### src/rtl/herald_pkg.sv
// Shared definitions for the herald host bridge: command codes, FSM states,
// status bit positions and the raw command length table.
package herald_pkg;

  localparam logic [7:0] CMD_SINCOS    = 8'h10;
  localparam logic [7:0] CMD_ATAN2     = 8'h11;
  localparam logic [7:0] CMD_SQRT      = 8'h12;
  localparam logic [7:0] CMD_NORMALIZE = 8'h13;
  localparam logic [7:0] CMD_MUL       = 8'h20;
  localparam logic [7:0] CMD_MAC       = 8'h21;
  localparam logic [7:0] CMD_CLEAR     = 8'h22;
  localparam logic [7:0] CMD_MSU       = 8'h23;

  localparam int ST_LAST_OK = 0;
  localparam int ST_ABORTED = 1;
  localparam int ST_ILLEGAL = 2;
  localparam int ST_TIMEOUT = 3;

  typedef enum logic [2:0] {
    S_IDLE,
    S_OPER,
    S_ISSUE,
    S_WAIT,
    S_RESULT
  } state_t;

  typedef struct packed {
    logic       known;
    logic [3:0] n_ops;
    logic [3:0] n_res_words;
  } cmd_info_t;

  // Raw lengths only; limits against the instance parameters are applied by the decoder.
  function automatic cmd_info_t cmd_decode(input logic [7:0] cmd);
    cmd_info_t info;
    info = '0;
    case (cmd)
      CMD_SINCOS:    info = '{1'b1, 4'd1, 4'd2};
      CMD_ATAN2:     info = '{1'b1, 4'd2, 4'd1};
      CMD_SQRT:      info = '{1'b1, 4'd2, 4'd1};
      CMD_NORMALIZE: info = '{1'b1, 4'd2, 4'd3};
      CMD_MUL:       info = '{1'b1, 4'd2, 4'd1};
      CMD_MAC:       info = '{1'b1, 4'd2, 4'd1};
      CMD_CLEAR:     info = '{1'b1, 4'd0, 4'd0};
      CMD_MSU:       info = '{1'b1, 4'd2, 4'd1};
      default:       info = '0;
    endcase
    return info;
  endfunction

endpackage

### src/rtl/herald_cmd_decode.sv
// Combinational command decoder: table lookup plus limit check against the
// operand/result capacity of this bridge instance.
module herald_cmd_decode
  import herald_pkg::*;
#(
  parameter int MAX_OPS       = 2,
  parameter int MAX_RES_WORDS = 3
) (
  input  logic [7:0] cmd,
  output logic       legal,
  output logic [3:0] n_ops,
  output logic [3:0] n_res_words
);

  cmd_info_t info;

  assign info        = cmd_decode(cmd);
  assign n_ops       = info.n_ops;
  assign n_res_words = info.n_res_words;
  assign legal       = info.known
                       && (32'(info.n_ops) <= MAX_OPS)
                       && (32'(info.n_res_words) <= MAX_RES_WORDS);

endmodule

### src/rtl/herald_host_bridge.sv
// Byte-serial host bridge: collects a command and its operands, hands them to a
// compute engine over valid/ready, then streams the result back byte by byte.
module herald_host_bridge
  import herald_pkg::*;
#(
  parameter int OP_BYTES      = 3,
  parameter int MAX_OPS       = 2,
  parameter int MAX_RES_WORDS = 3,
  parameter int TIMEOUT_CYC   = 1024
) (
  input  logic                                clk,
  input  logic                                rst,
  input  logic [7:0]                          ui_in,
  input  logic                                wr_strb,
  input  logic                                rd_strb,
  input  logic                                abort_strb,
  output logic [7:0]                          uo_out,
  output logic                                busy,
  output logic                                irq,
  output logic [7:0]                          eng_cmd,
  output logic [MAX_OPS*OP_BYTES*8-1:0]       eng_operands,
  output logic                                eng_start_valid,
  input  logic                                eng_start_ready,
  input  logic                                eng_res_valid,
  output logic                                eng_res_ready,
  input  logic [MAX_RES_WORDS*OP_BYTES*8-1:0] eng_res_data,
  output logic                                eng_abort
);

  localparam int OP_BUF_BYTES  = MAX_OPS * OP_BYTES;
  localparam int RES_BUF_BYTES = MAX_RES_WORDS * OP_BYTES;
  localparam int BCW = $clog2(OP_BUF_BYTES + 1);
  localparam int RCW = $clog2(RES_BUF_BYTES + 1);
  localparam int TCW = (TIMEOUT_CYC > 0) ? $clog2(TIMEOUT_CYC + 1) : 1;

  state_t state_reg, state_next;

  logic wr_q_reg, rd_q_reg, abort_q_reg;
  logic wr_edge, rd_edge, abort_edge;

  logic       dec_legal;
  logic [3:0] dec_n_ops, dec_n_res;

  logic [7:0]                   eng_cmd_reg;
  logic [BCW-1:0]               op_len_reg, byte_cnt_reg;
  logic [RCW-1:0]               res_len_reg, rd_cnt_reg;
  logic [TCW-1:0]               tmo_cnt_reg;
  logic [RES_BUF_BYTES*8-1:0]   res_reg;
  logic [3:0]                   status_reg;
  logic [7:0]                   uo_out_reg;
  logic                         eng_abort_reg;

  logic in_eng, tmo_hit;
  logic latch_cmd, set_illegal, status_rd, opnd_we, res_cap, res_rd, host_abort, tmo_abort;

  assign wr_edge    = wr_strb & ~wr_q_reg;
  assign rd_edge    = rd_strb & ~rd_q_reg;
  assign abort_edge = abort_strb & ~abort_q_reg;

  herald_cmd_decode #(
    .MAX_OPS       (MAX_OPS),
    .MAX_RES_WORDS (MAX_RES_WORDS)
  ) u_decode (
    .cmd         (ui_in),
    .legal       (dec_legal),
    .n_ops       (dec_n_ops),
    .n_res_words (dec_n_res)
  );

  assign in_eng  = (state_reg == S_ISSUE) || (state_reg == S_WAIT);
  assign tmo_hit = (TIMEOUT_CYC != 0) && (tmo_cnt_reg == TCW'(TIMEOUT_CYC - 1));

  always_ff @(posedge clk or posedge rst) begin
    if (rst) begin
      state_reg   <= S_IDLE;
      wr_q_reg    <= 1'b0;
      rd_q_reg    <= 1'b0;
      abort_q_reg <= 1'b0;
    end else begin
      state_reg   <= state_next;
      wr_q_reg    <= wr_strb;
      rd_q_reg    <= rd_strb;
      abort_q_reg <= abort_strb;
    end
  end

  always_comb begin
    state_next  = state_reg;
    latch_cmd   = 1'b0;
    set_illegal = 1'b0;
    status_rd   = 1'b0;
    opnd_we     = 1'b0;
    res_cap     = 1'b0;
    res_rd      = 1'b0;
    host_abort  = 1'b0;
    tmo_abort   = 1'b0;
    case (state_reg)
      S_IDLE: begin
        if (wr_edge) begin
          if (dec_legal) begin
            latch_cmd  = 1'b1;
            state_next = (dec_n_ops == 4'd0) ? S_ISSUE : S_OPER;
          end else begin
            set_illegal = 1'b1;
          end
        end else if (rd_edge) begin
          status_rd = 1'b1;
        end
      end
      S_OPER: begin
        if (abort_edge) begin
          host_abort = 1'b1;
          state_next = S_IDLE;
        end else if (wr_edge) begin
          opnd_we = 1'b1;
          if (byte_cnt_reg == op_len_reg - 1'b1) state_next = S_ISSUE;
        end
      end
      S_ISSUE: begin
        if (abort_edge) begin
          host_abort = 1'b1;
          state_next = S_IDLE;
        end else if (tmo_hit) begin
          tmo_abort  = 1'b1;
          state_next = S_IDLE;
        end else if (eng_start_ready) begin
          state_next = S_WAIT;
        end
      end
      S_WAIT: begin
        if (abort_edge) begin
          host_abort = 1'b1;
          state_next = S_IDLE;
        end else if (tmo_hit) begin
          tmo_abort  = 1'b1;
          state_next = S_IDLE;
        end else if (eng_res_valid) begin
          res_cap    = 1'b1;
          state_next = (res_len_reg != '0) ? S_RESULT : S_IDLE;
        end
      end
      S_RESULT: begin
        if (abort_edge) begin
          host_abort = 1'b1;
          state_next = S_IDLE;
        end else if (rd_edge) begin
          res_rd = 1'b1;
          if (rd_cnt_reg == res_len_reg - 1'b1) state_next = S_IDLE;
        end
      end
      default: state_next = S_IDLE;
    endcase
  end

  always_ff @(posedge clk or posedge rst) begin
    if (rst) begin
      eng_cmd_reg   <= '0;
      op_len_reg    <= '0;
      res_len_reg   <= '0;
      byte_cnt_reg  <= '0;
      rd_cnt_reg    <= '0;
      tmo_cnt_reg   <= '0;
      res_reg       <= '0;
      status_reg    <= '0;
      uo_out_reg    <= '0;
      eng_abort_reg <= 1'b0;
    end else begin
      eng_abort_reg <= 1'b0;
      // Counter sits at zero outside ISSUE/WAIT, so it starts fresh on ISSUE entry.
      if (in_eng && (TIMEOUT_CYC != 0)) tmo_cnt_reg <= tmo_cnt_reg + 1'b1;
      else                              tmo_cnt_reg <= '0;
      if (latch_cmd) begin
        eng_cmd_reg  <= ui_in;
        op_len_reg   <= BCW'(32'(dec_n_ops) * OP_BYTES);
        res_len_reg  <= RCW'(32'(dec_n_res) * OP_BYTES);
        byte_cnt_reg <= '0;
        rd_cnt_reg   <= '0;
      end
      if (set_illegal) status_reg[ST_ILLEGAL] <= 1'b1;
      if (status_rd) begin
        uo_out_reg                         <= {4'b0000, status_reg};
        status_reg[ST_TIMEOUT:ST_ABORTED]  <= '0;
      end
      if (opnd_we) byte_cnt_reg <= byte_cnt_reg + 1'b1;
      if (res_cap) begin
        res_reg                 <= eng_res_data;
        status_reg[ST_LAST_OK]  <= 1'b1;
        rd_cnt_reg              <= '0;
      end
      if (res_rd) begin
        uo_out_reg <= res_reg[{rd_cnt_reg, 3'b000} +: 8];
        rd_cnt_reg <= rd_cnt_reg + 1'b1;
      end
      if (host_abort) begin
        byte_cnt_reg            <= '0;
        rd_cnt_reg              <= '0;
        status_reg[ST_ABORTED]  <= 1'b1;
        status_reg[ST_LAST_OK]  <= 1'b0;
        eng_abort_reg           <= in_eng;
      end
      if (tmo_abort) begin
        status_reg[ST_TIMEOUT]  <= 1'b1;
        status_reg[ST_LAST_OK]  <= 1'b0;
        eng_abort_reg           <= 1'b1;
      end
    end
  end

  // One register per operand byte; a new command clears the whole buffer.
  generate
    for (genvar gi = 0; gi < OP_BUF_BYTES; gi++) begin : g_opnd
      logic [7:0] byte_reg;
      always_ff @(posedge clk or posedge rst) begin
        if (rst)                                           byte_reg <= '0;
        else if (latch_cmd)                                byte_reg <= '0;
        else if (opnd_we && (byte_cnt_reg == BCW'(gi)))    byte_reg <= ui_in;
      end
      assign eng_operands[gi*8 +: 8] = byte_reg;
    end
  endgenerate

  assign uo_out          = uo_out_reg;
  assign busy            = (state_reg == S_OPER) || in_eng;
  assign irq             = (state_reg == S_RESULT);
  assign eng_cmd         = eng_cmd_reg;
  assign eng_start_valid = (state_reg == S_ISSUE);
  assign eng_res_ready   = (state_reg == S_WAIT);
  assign eng_abort       = eng_abort_reg;

endmodule

### config.mk
export PLATFORM = sky130hd
export DESIGN_NAME = herald_host_bridge
export DESIGN_NICKNAME = d
export VERILOG_FILES = /design/src/rtl/herald_pkg.sv /design/src/rtl/herald_cmd_decode.sv /design/src/rtl/herald_host_bridge.sv
export SDC_FILE = /design/constraint.sdc
export NUM_CORES = 1
export LEC_CHECK = 0
export ABC_AREA = 1
export CORE_MARGIN = 2
export CORE_UTILIZATION = 35
export DETAILED_ROUTE_END_ITERATION = 12
export MAX_ROUTING_LAYER = met4
export PLACE_DENSITY_LB_ADDON = 0.12
export SLEW_MARGIN = 15
export SYNTH_ARGS = -nofsm -noshare
export SYNTH_HDL_FRONTEND = slang
export SYNTH_SLANG_ARGS = --single-unit
### constraint.sdc
create_clock -name clk -period 6.55 [get_ports clk]
set_input_delay 0.9825 -clock clk [delete_from_list [all_inputs] [get_ports clk]]
set_output_delay 0.9825 -clock clk [all_outputs]
set_load 0.01 [all_outputs]
==> results of run 1 <==
==> per-stage QoR <==
step / power (mW) / instances / hold slack [ns] / setup WS, ns / instance area (um2)
after floorplan: 1.33 / 984 / 0.424 / 0.907 / 8160
after global placement: 1.52 / 1407 / 0.449 / 2.19 / 9840
after detailed placement: 1.52 / 1407 / 0.449 / 2.11 / 9840
after CTS: 2.56 / 1439 / 0.460 / 2.56 / 10400
after global routing: 2.65 / 1440 / 0.488 / 2.21 / 10400
final: 2.53 / 1440 / 0.460 / 2.55 / 10400
==> cell families (layout without fill, tap and decap cells) <==
group                      Yosys count  in the layout  share of synthesized area (%)
DFF                                172            172                           52.7
buffers and inverters              197            339                           10.7
xor gates and xnor gates             3              3                          0.322
and+or+nand+nor                    402            402                           21.2
adders and majority gates           15             15                           2.30
other                                0              1                              0
AOI/OAI and AO/OA                  195            195                           12.8
==> layout make-up <==
class	count	area share, %
flip-flops and latches	172	41.2
multi-input cells	615	28.7
repair buffers	161	15.3
inverters	146	5.29
clock buffers	17	4.07
well taps	313	3.75
clock inverters	15	1.69
diodes	1	0.0240
==> routing by layer <==
| metal | vias to the layer above | track usage [%] | share of wire, % |
|---|---|---|---|
| met1 | 3199 | 27.0 | 48 |
| met5 | - | - | 0 |
| li1 | 3425 | - | - |
| met3 | 15 | 3.16 | 3.7 |
| met4 | 0 | 5.46 | 1.3 |
| met2 | 144 | 28.6 | 46 |
==> worst max-delay path: stages <==
cell and delay [ns]:
clkdlybuf4s50_1 0.76, inv_2 0.11, o21ai_1 0.15, nor2_1 0.05, a21oi_1 0.21, nand2_1 0.17, ha_1 0.21, inv_1 0.10
nand4_4 0.76, buf_4 0.56, nand3_1 0.10, o21ai_0 0.10
==> cell usage in the layout, fill, tap and decap left out, types with 17 or more instances in the layout <==
cell type,instances
a21oi_1,63
dfrtp_1,171
clkbuf_16,17
o211ai_1,20
nand3_1,126
inv_1,139
nand2_1,187
clkdlybuf4s50_1,155
o21ai_0,103
nor2_1,70
==> final timing paths <==
kind | cells after the start | to | startpoint
min in group asynchronous | 2 | res_reg[50] | rst
min reg2reg | 1 | tmo_cnt_reg[0] | tmo_cnt_reg[0]
max in group asynchronous | 3 | rd_cnt_reg[0] | rst
min | 1 | tmo_cnt_reg[0] | tmo_cnt_reg[0]
max | 12 | g_opnd[5].byte_reg[2] | ui_in[1]
max reg2reg | 12 | res_reg[46] | tmo_cnt_reg[0]
==> power breakdown <==
| part | switching [mW] | internal, mW |
|---|---|---|
| logic | 0.180 | 0.156 |
| registers | 0.0397 | 1.12 |
| clock network | 0.489 | 0.546 |
==> impl_results.md, run 1 <==
* Routed len/inst at 15.3 um
* Die H at 157 um
* Die width at 157 um
* Starting density of the core at 35.8%
* EDFF count, synth at 0
* Initial DRT Pass Iterations at 4
* Syn Area/Cell at 8.30 um2
* Worst-path clk slew at 0.08 ns
* Setup TNS at 0 ns
* Kind of critical path: input pin to flip-flop
* Ranking of synthesized cells by area: dfrtp_1 (53%), nand2_1 (8.6%), nand3_1 (7.7%)
* Setup crit end kind: flip-flop
* Setup crit start kind: input pin
* Row cnt at 55
* Total CTS buffers at 17
* Final GP Congestion at 0.758
* PD cells at 242 nW/um2
* Post-Synthesis Cell Area at 8160 um2
* Fmax at 250 MHz
* Post-CTS setup buffer count at 0
* Register Area at 4310 um2
* Crit-path max FO at 76
* Reg2Reg Setup Slack at 3.61 ns
* Core Footprint at 22800 um2
* Clk root buf: clkbuf_16
* Cell taking the most area after synthesis: dfrtp_1
* Multi-input logic area at 3000 um2
* # H-tree levels at 4
* Overflow after GRT at 0
* Via density at 4.71
* Mapped Nets at 1086
* Post-synth top area share at 52.7%
* Worst Hold Class: flip-flop to flip-flop
* Post-DRT Antenna Nets at 0
* Final Hold Vio Count at 0
* Top_reg_cell synth: dfrtp_1
* Layout filler cell count at 2293
* Max reg flops at 72
* Tot GR Track Use at 19.2%
* Vias at 6783
* FFs w/ async S/R, synth at 100%
* Count of clock tree sinks at 172
* Layout cell share with drive strength beyond 1 at 4.97%
* Worst-Skew Late Latency at 0.43 ns
* Syn-to-layout area delta at 28.0%
* Distinct cells, synth at 31
* Mapped Cells at 984
* Fin crit share at 61.1%
* Initial antenna violation count at 1
* Max Cap Viol at 0
* Most common cell in the netlist: nand2_1
* Sequential-to-total area share from yosys stat at 52.7%
* Clock skew at 0.0179 ns
* Clk buf depth at 2
* Final setup fails at 0
* Synthesis Warnings at 0
* #FFs+latches synth at 172
* DRC viols at 0
* Global-route wire length before repair at 35400 um
* Relative slew margins at 33.5%
* Util after Layout at 45.9%
* Cts hold-fix bufs at 0
* Status: finished clean
* # port buffers at 155
* Post-Route WL at 22100 um
* CTS tree: built
* DP HPWL at 15300 um
* Period minus WS final at 4.00 ns
* Largest net degree at the start of global routing at 88
* Critical Path RT at 6.84 ns
* Die area at 24600 um2
* Commonest cells post-synth: nand2_1 (187), dfrtp_1 (172), inv_1 (140)
* Leak at 5.15 nW
* Drt initial violations at 338
* Tightest Pin Transition at 0.995 ns
* I/O pin cnt at 156
* Post-CTS sizing at 0
* Vias in the first global route at 6485
* Max-slew violations at 0
* WP data arrival at 4.29 ns
* Nets at 1215
* RSZ-0062 raised after global routing: false
* Max VDD drop at 0.201 mV
Note: power is estimated with default switching activity, not from simulation.
==> run 2: changes to the inputs <==
==> constraint.sdc (replaced) <==
create_clock -name clk -period 3.5 [get_ports clk]
set_input_delay 0.525 -clock clk [delete_from_list [all_inputs] [get_ports clk]]
set_output_delay 0.525 -clock clk [all_outputs]
set_load 0.01 [all_outputs]
==> run 2 against run 1 <==
  * Sequential power is 87% higher
  * Worst hold slack got worse by 0.0040 ns
  * Critical path depth down 6
  * Non-clock buffer count is 9 higher
  * Worst setup slack worse by 1.7 ns
  * Sequential share of layout area decreased by 0.45 points
  * Global-route usage decreased by 0.12 points
  * Critical path type is now flip-flop to output port
  * Highest routed layer unchanged
==> impl_results.md, run 2 (same netlist as run 1, synthesis figures left out) <==
* Status: finished clean
* Placement-stage cell area at 9970 um2 (+1.3%)
* Final Hold Vio Count at 0 (unchanged)
* Kind of critical path: flip-flop to output port
* Count of clock tree sinks at 172 (unchanged)
* Total CTS buffers at 17 (unchanged)
* Combinational Power Share at 13.5% (+0.2 points)
* Leak at 5.20 nW (+1.1%)
* Worst-Skew Late Latency at 0.43 ns (about the same)
* CTS tree: built
* Clock skew at 0.0113 ns (-0.00653 ns)
* Period minus WS final at 2.70 ns
* Clk buf depth at 2 (unchanged)
* Fmax at 371 MHz
* Overflow after GRT at 0 (unchanged)
* Clk root buf: clkbuf_16
* Critical Path Stages at 6 (-6)
* Drt initial violations at 407 (+20%)
* Initial DRT Pass Iterations at 5 (+1)
* Die area at 24600 um2 (unchanged)
* Clock power share at 40.7% (-0.2 points)
* Relative slew margins at 52.7% (+19 points)
* Die width at 157 um (unchanged)
* Most frequent CP cell: inv_1
* Critical Path RT at 2.97 ns (-3.87 ns)
* Nets at 1224 (+0.74%)
* Max Cap Viol at 0 (unchanged)
* Sequential Power Share at 45.8% (about the same)
* Post-CTS setup buffer count at 0 (unchanged)
* Worst Hold Class: flip-flop to flip-flop
* Row cnt at 55 (unchanged)
* Fin crit share at 77.0%
* # port buffers at 155 (unchanged)
* Switching part of the total at 26.8% (-1.2 points)
* Vias at 6854 (+1.0%)
* CP max stage delay at 0.56 ns (-0.20 ns)
* Setup TNS at 0 ns (unchanged)
* Core Footprint at 22800 um2 (unchanged)
* Tightest Pin Transition at 0.708 ns (-0.287 ns)
* Pwr Total at 4.75 mW (+87%)
* Cts hold-fix bufs at 0 (unchanged)
* DP Cell Count at 1416 (+0.64%)
* R2R cell count at 12 (unchanged)
* Syn-to-layout area delta at 29.4%
* Starting density of the core at 35.8% (unchanged)
* Final setup fails at 0 (unchanged)
* Initial antenna violation count at 1 (unchanged)
* Max-slew violations at 0 (unchanged)
* Most frequent cells in the layout: nand2_1 (187), dfrtp_1 (171), clkdlybuf4s50_1 (155)
* Layout cell share with drive strength beyond 1 at 5.55% (+0.58 points)
* Hold path depth at 1 (unchanged)
* Tot GR Track Use at 19.1% (-0.12 points)
* WP data arrival at 2.17 ns (-2.12 ns)
* Pint at 3.48 mW (+91%)
* Worst path bufs/invs at 4 (unchanged)
* Largest net degree at the start of global routing at 62 (-30%)
* Global-route wire length before repair at 35400 um (unchanged)
* Worst-path clk slew at 0.07 ns (about the same)
* RSZ-0062 raised after global routing: false
* Routed len/inst at 15.2 um (-0.64%)
* Slowest CP cell: clkdlybuf4s50_1
* Post-CTS sizing at 0 (unchanged)
* Leading cell type in the layout, fill and taps excluded: nand2_1
* Setup crit end kind: output port
* # H-tree levels at 4 (unchanged)
* Finished Cell Area at 10600 um2 (+1.1%)
* CP cell instances: inv_1 > nand2_2 > inv_1 > nand2_1 > inv_1 > clkdlybuf4s50_1
* Max VDD drop at 0.359 mV (+78%)
* Via density at 4.73 (+0.42%)
* Post-Route WL at 22100 um (about the same)
* PD cells at 449 nW/um2 (+85%)
* Switching power total at 1.27 mW (+79%)
* Setup crit start kind: flip-flop
* Delay-heaviest family, CP: buffers and inverters
* Final GP Congestion at 0.766 (+0.99%)
* Die H at 157 um (unchanged)
* DP HPWL at 15600 um (+1.9%)
* Post-DRT Antenna Nets at 0 (unchanged)
* I/O pin cnt at 156 (unchanged)
* Non-Filler Instances at 1449 (+0.63%)
* Crit-path max FO at 9 (-88%)
* Max reg flops at 72 (unchanged)
* DRC viols at 0 (unchanged)
* Vias in the first global route at 6595 (+1.7%)
run 2: changes by cell type in the layout (fill, tap and decap cells not counted):
| cell | change |
|---|---|
| clkbuf_1 | +2 |
| clkinvlp_4 | +2 |
| inv_6 | -2 |
| buf_4 | +4 |
| buf_12 | +5 |
| bufinv_16 | +1 |
| clkinv_8 | -3 |
run 2: final cells by class:
type	instances	area (um2)
Timing Repair Buffer	170	1730
Antenna cell	1	2.50
Multi-Input combinational cell	615	3000
Clock buffer	19	433
Fill cell	2246	12200
Tap cell	313	392
Sequential cell	172	4310
Clock inverter	13	156
Inverter	146	552
run 2: layer usage:
layer | GRT usage (%) | wire length [um] | vias to the layer above
met5 | - | 0 | -
met4 | 4.98 | 344 | 0
met3 | 3.07 | 973 | 28
met2 | 29.2 | 10100 | 174
met1 | 26.4 | 10700 | 3215
li1 | - | - | 3437
run 2: power groups by stage:
stage / registers (mW) / logic (mW) / clock network (mW)
floorplan: 2.22 / 0.283 / 0
global placement: 2.21 / 0.645 / 0
detailed placement: 2.21 / 0.646 / 0
CTS: 2.17 / 0.650 / 1.98
global route: 2.19 / 0.716 / 2.06
finish: 2.17 / 0.641 / 1.93
run 2: worst paths after layout:
check | startpoint | to | slack, ns
setup reg to reg | tmo_cnt_reg[0] | res_reg[28] | 1.21
hold / removal | tmo_cnt_reg[0] | tmo_cnt_reg[0] | 0.46
hold reg to reg | tmo_cnt_reg[0] | tmo_cnt_reg[0] | 0.46
min in group asynchronous | rst | res_reg[47] | 0.55
setup / recovery | state_reg[2] | eng_res_ready | 0.80
max in group asynchronous | rst | eng_cmd[4] | 2.23
run 2: metrics by stage:
step	hold WS, ns	worst slack, ns	utilization (%)
after global routing	0.471	0.704	46.4
after detailed placement	0.447	0.495	43.8
after global placement	0.441	0.556	43.8
final	0.456	0.804	46.4
after floorplan	0.424	0.778	-
after CTS	0.457	0.777	46.4
==> run 3: changes to the inputs <==
==> constraint.sdc (replaced) <==
create_clock -name clk -period 2.4 [get_ports clk]
set_input_delay 0.36 -clock clk [delete_from_list [all_inputs] [get_ports clk]]
set_output_delay 0.36 -clock clk [all_outputs]
set_load 0.01 [all_outputs]
==> run 3 against run 2 <==
  * Flip-flop and latch count unchanged
  * Clock power up 45%
  * Combinational power up 54%
  * Clock-buffer cell count down 2
  * Register-to-register slack worse by 0.95 ns
  * Worst hold slack worse by 0.065 ns
  * Cell area up 2.3%
  * Global-route usage up 0.051 points
  * Sequential share of layout area down 0.93 points
  * Critical endpoint unchanged
  * Die area unchanged
==> impl_results.md, run 3 (same netlist as run 1, synthesis figures left out) <==
* Layout filler cell count at 2273 (+1.2%)
* Core Footprint at 22800 um2 (unchanged)
* Fmax at 439 MHz
* CTS tree: built
* Relative slew margins at 62.8% (+10 points)
* Final GP Congestion at 0.822 (+7.3%)
* Die area at 24600 um2 (unchanged)
* RSZ-0062 raised after global routing: false
* Final Hold Vio Count at 0 (unchanged)
* Final WS setup at 0.121 ns (-0.683 ns)
* Routed len/inst at 14.9 um (-2.3%)
* Setup TNS at 0 ns (unchanged)
* Nets at 1251 (+2.2%)
* Slowest CP cell: clkdlybuf4s50_1
* Max Cap Viol at 0 (unchanged)
* Post-DRT Antenna Nets at 0 (unchanged)
* Initial DRT Pass Iterations at 5 (unchanged)
* Post-CTS setup buffer count at 0 (unchanged)
* Count of clock tree sinks at 172 (unchanged)
* Die width at 157 um (unchanged)
* Status: finished clean
* Setup crit start kind: flip-flop
* DRC viols at 0 (unchanged)
* Critical Path RT at 2.04 ns (-0.93 ns)
* Vias at 6866 (+0.18%)
* Syn-to-layout area delta at 32.4%
* Diodes inserted at 0 (-1)
* Vias in the first global route at 6592 (-0.045%)
* Non-Filler Instances at 1475 (+1.8%)
* Leading cell type in the layout, fill and taps excluded: nand2_1
* Period minus WS final at 2.28 ns
* Setup crit end kind: output port
* Clk root buf: clkbuf_16
* Final setup fails at 0 (unchanged)
* Finished Cell Area at 10800 um2 (+2.3%)
* Global-route wire length before repair at 35400 um (-0.14%)
* Leak at 5.36 nW (+3.0%)
* Row cnt at 55 (unchanged)
* Max VDD drop at 0.432 mV (+21%)
* WP data arrival at 1.92 ns (-0.25 ns)
* Initial antenna violation count at 0 (-1)
* Fin crit share at 94.9%
* DP Cell Count at 1443 (+1.9%)
* Layout cell share with drive strength beyond 1 at 8.00% (+2.5 points)
* CP max stage delay at 0.55 ns (about the same)
* Most frequent CP cell: inv_1
* DP HPWL at 15800 um (+1.4%)
* # H-tree levels at 4 (unchanged)
* Post-Route WL at 21900 um (-0.55%)
* I/O pin cnt at 156 (unchanged)
* Via density at 4.65 (-1.6%)
* Placement-stage cell area at 10200 um2 (+2.4%)
* PD cells at 643 nW/um2 (+43%)
* Drt initial violations at 322 (-21%)
* Total CTS buffers at 17 (unchanged)
* Tot GR Track Use at 19.1% (+0.051 points)
* Max reg flops at 72 (unchanged)
* Clk buf depth at 2 (unchanged)
* Dpl ws at -0.0762 ns (-0.572 ns)
* Most frequent cells in the layout: nand2_1 (187), dfrtp_1 (171), clkdlybuf4s50_1 (155)
* # port buffers at 155 (unchanged)
* Kind of critical path: flip-flop to output port
* Worst-path clk slew at 0.07 ns (about the same)
* Largest net degree at the start of global routing at 73 (+18%)
* Die H at 157 um (unchanged)
* Overflow after GRT at 0 (unchanged)
* Worst-Skew Late Latency at 0.43 ns (about the same)
* Worst Hold Class: input pin to flip-flop
* Starting density of the core at 35.8% (unchanged)
* Clock skew at 0.0113 ns (-0.0000360 ns)
* Worst path bufs/invs at 4 (unchanged)
* Max-slew violations at 0 (unchanged)
* CP cell instances: inv_2 > nand2_4 > inv_1 > nand2_1 > inv_1 > clkdlybuf4s50_1
* Tightest Pin Transition at 0.559 ns (-0.149 ns)
* Delay-heaviest family, CP: buffers and inverters
* Crit-path max FO at 9 (unchanged)
-- run 3: per-layer routing --
layer,routed length [um],share of wire [%],global-route usage (%),up-vias
met5,0,0,-,-
met2,9960,45,28.4,133
met4,267,1.2,5.02,0
met1,10800,49,27.0,3207
li1,-,-,-,3509
met3,941,4.3,3.38,17
-- run 3: final timing paths --
check                                from        endpoint  slack, ns  depth (start not counted)
max in group asynchronous             rst     res_reg[15]       1.47                          3
min reg2reg                tmo_cnt_reg[0]  tmo_cnt_reg[0]       0.46                          1
min                               wr_strb        wr_q_reg       0.39                          1
min in group asynchronous             rst     res_reg[47]       0.40                          3
max reg2reg                tmo_cnt_reg[0]     res_reg[46]       0.26                         12
max                          state_reg[2]   eng_res_ready       0.12                          6
-- run 3: final cells by class --
type                            count  area (um2)  area share, %
Sequential cell                   172        4310           39.8
Timing Repair Buffer              197        1970           18.2
Clock buffer                       17         425           3.94
Multi-Input combinational cell    615        3000           27.8
Inverter                          146         552           5.11
Tap cell                          313         392           3.62
Clock inverter                     15         166           1.54
-- run 3: power by group --
part | total [mW] | switching (mW) | internal (mW) | leakage [nW]
clock | 2.80 | 1.31 | 1.49 | 0.294
combinational | 0.985 | 0.502 | 0.482 | 2.87
sequential | 3.16 | 0.104 | 3.06 | 2.20
-- run 3: timing repair --
item / 4_1_cts / 5_1_grt
gates resized for setup: 0 / 2
endpoints found under the setup margin: 0 / 1
hold endpoints to repair: 0 / 0
hold buffers: 0 / 0
-- run 3: stage by stage --
| step | util [%] | hold WS (ns) | power [mW] |
|---|---|---|---|
| after floorplan | - | 0.391 | 3.64 |
| after global placement | 44.8 | 0.446 | 4.21 |
| after detailed placement | 44.8 | 0.453 | 4.21 |
| after CTS | 47.4 | 0.383 | 7.03 |
| after global routing | 47.4 | 0.397 | 7.29 |
| final | 47.4 | 0.391 | 6.95 |
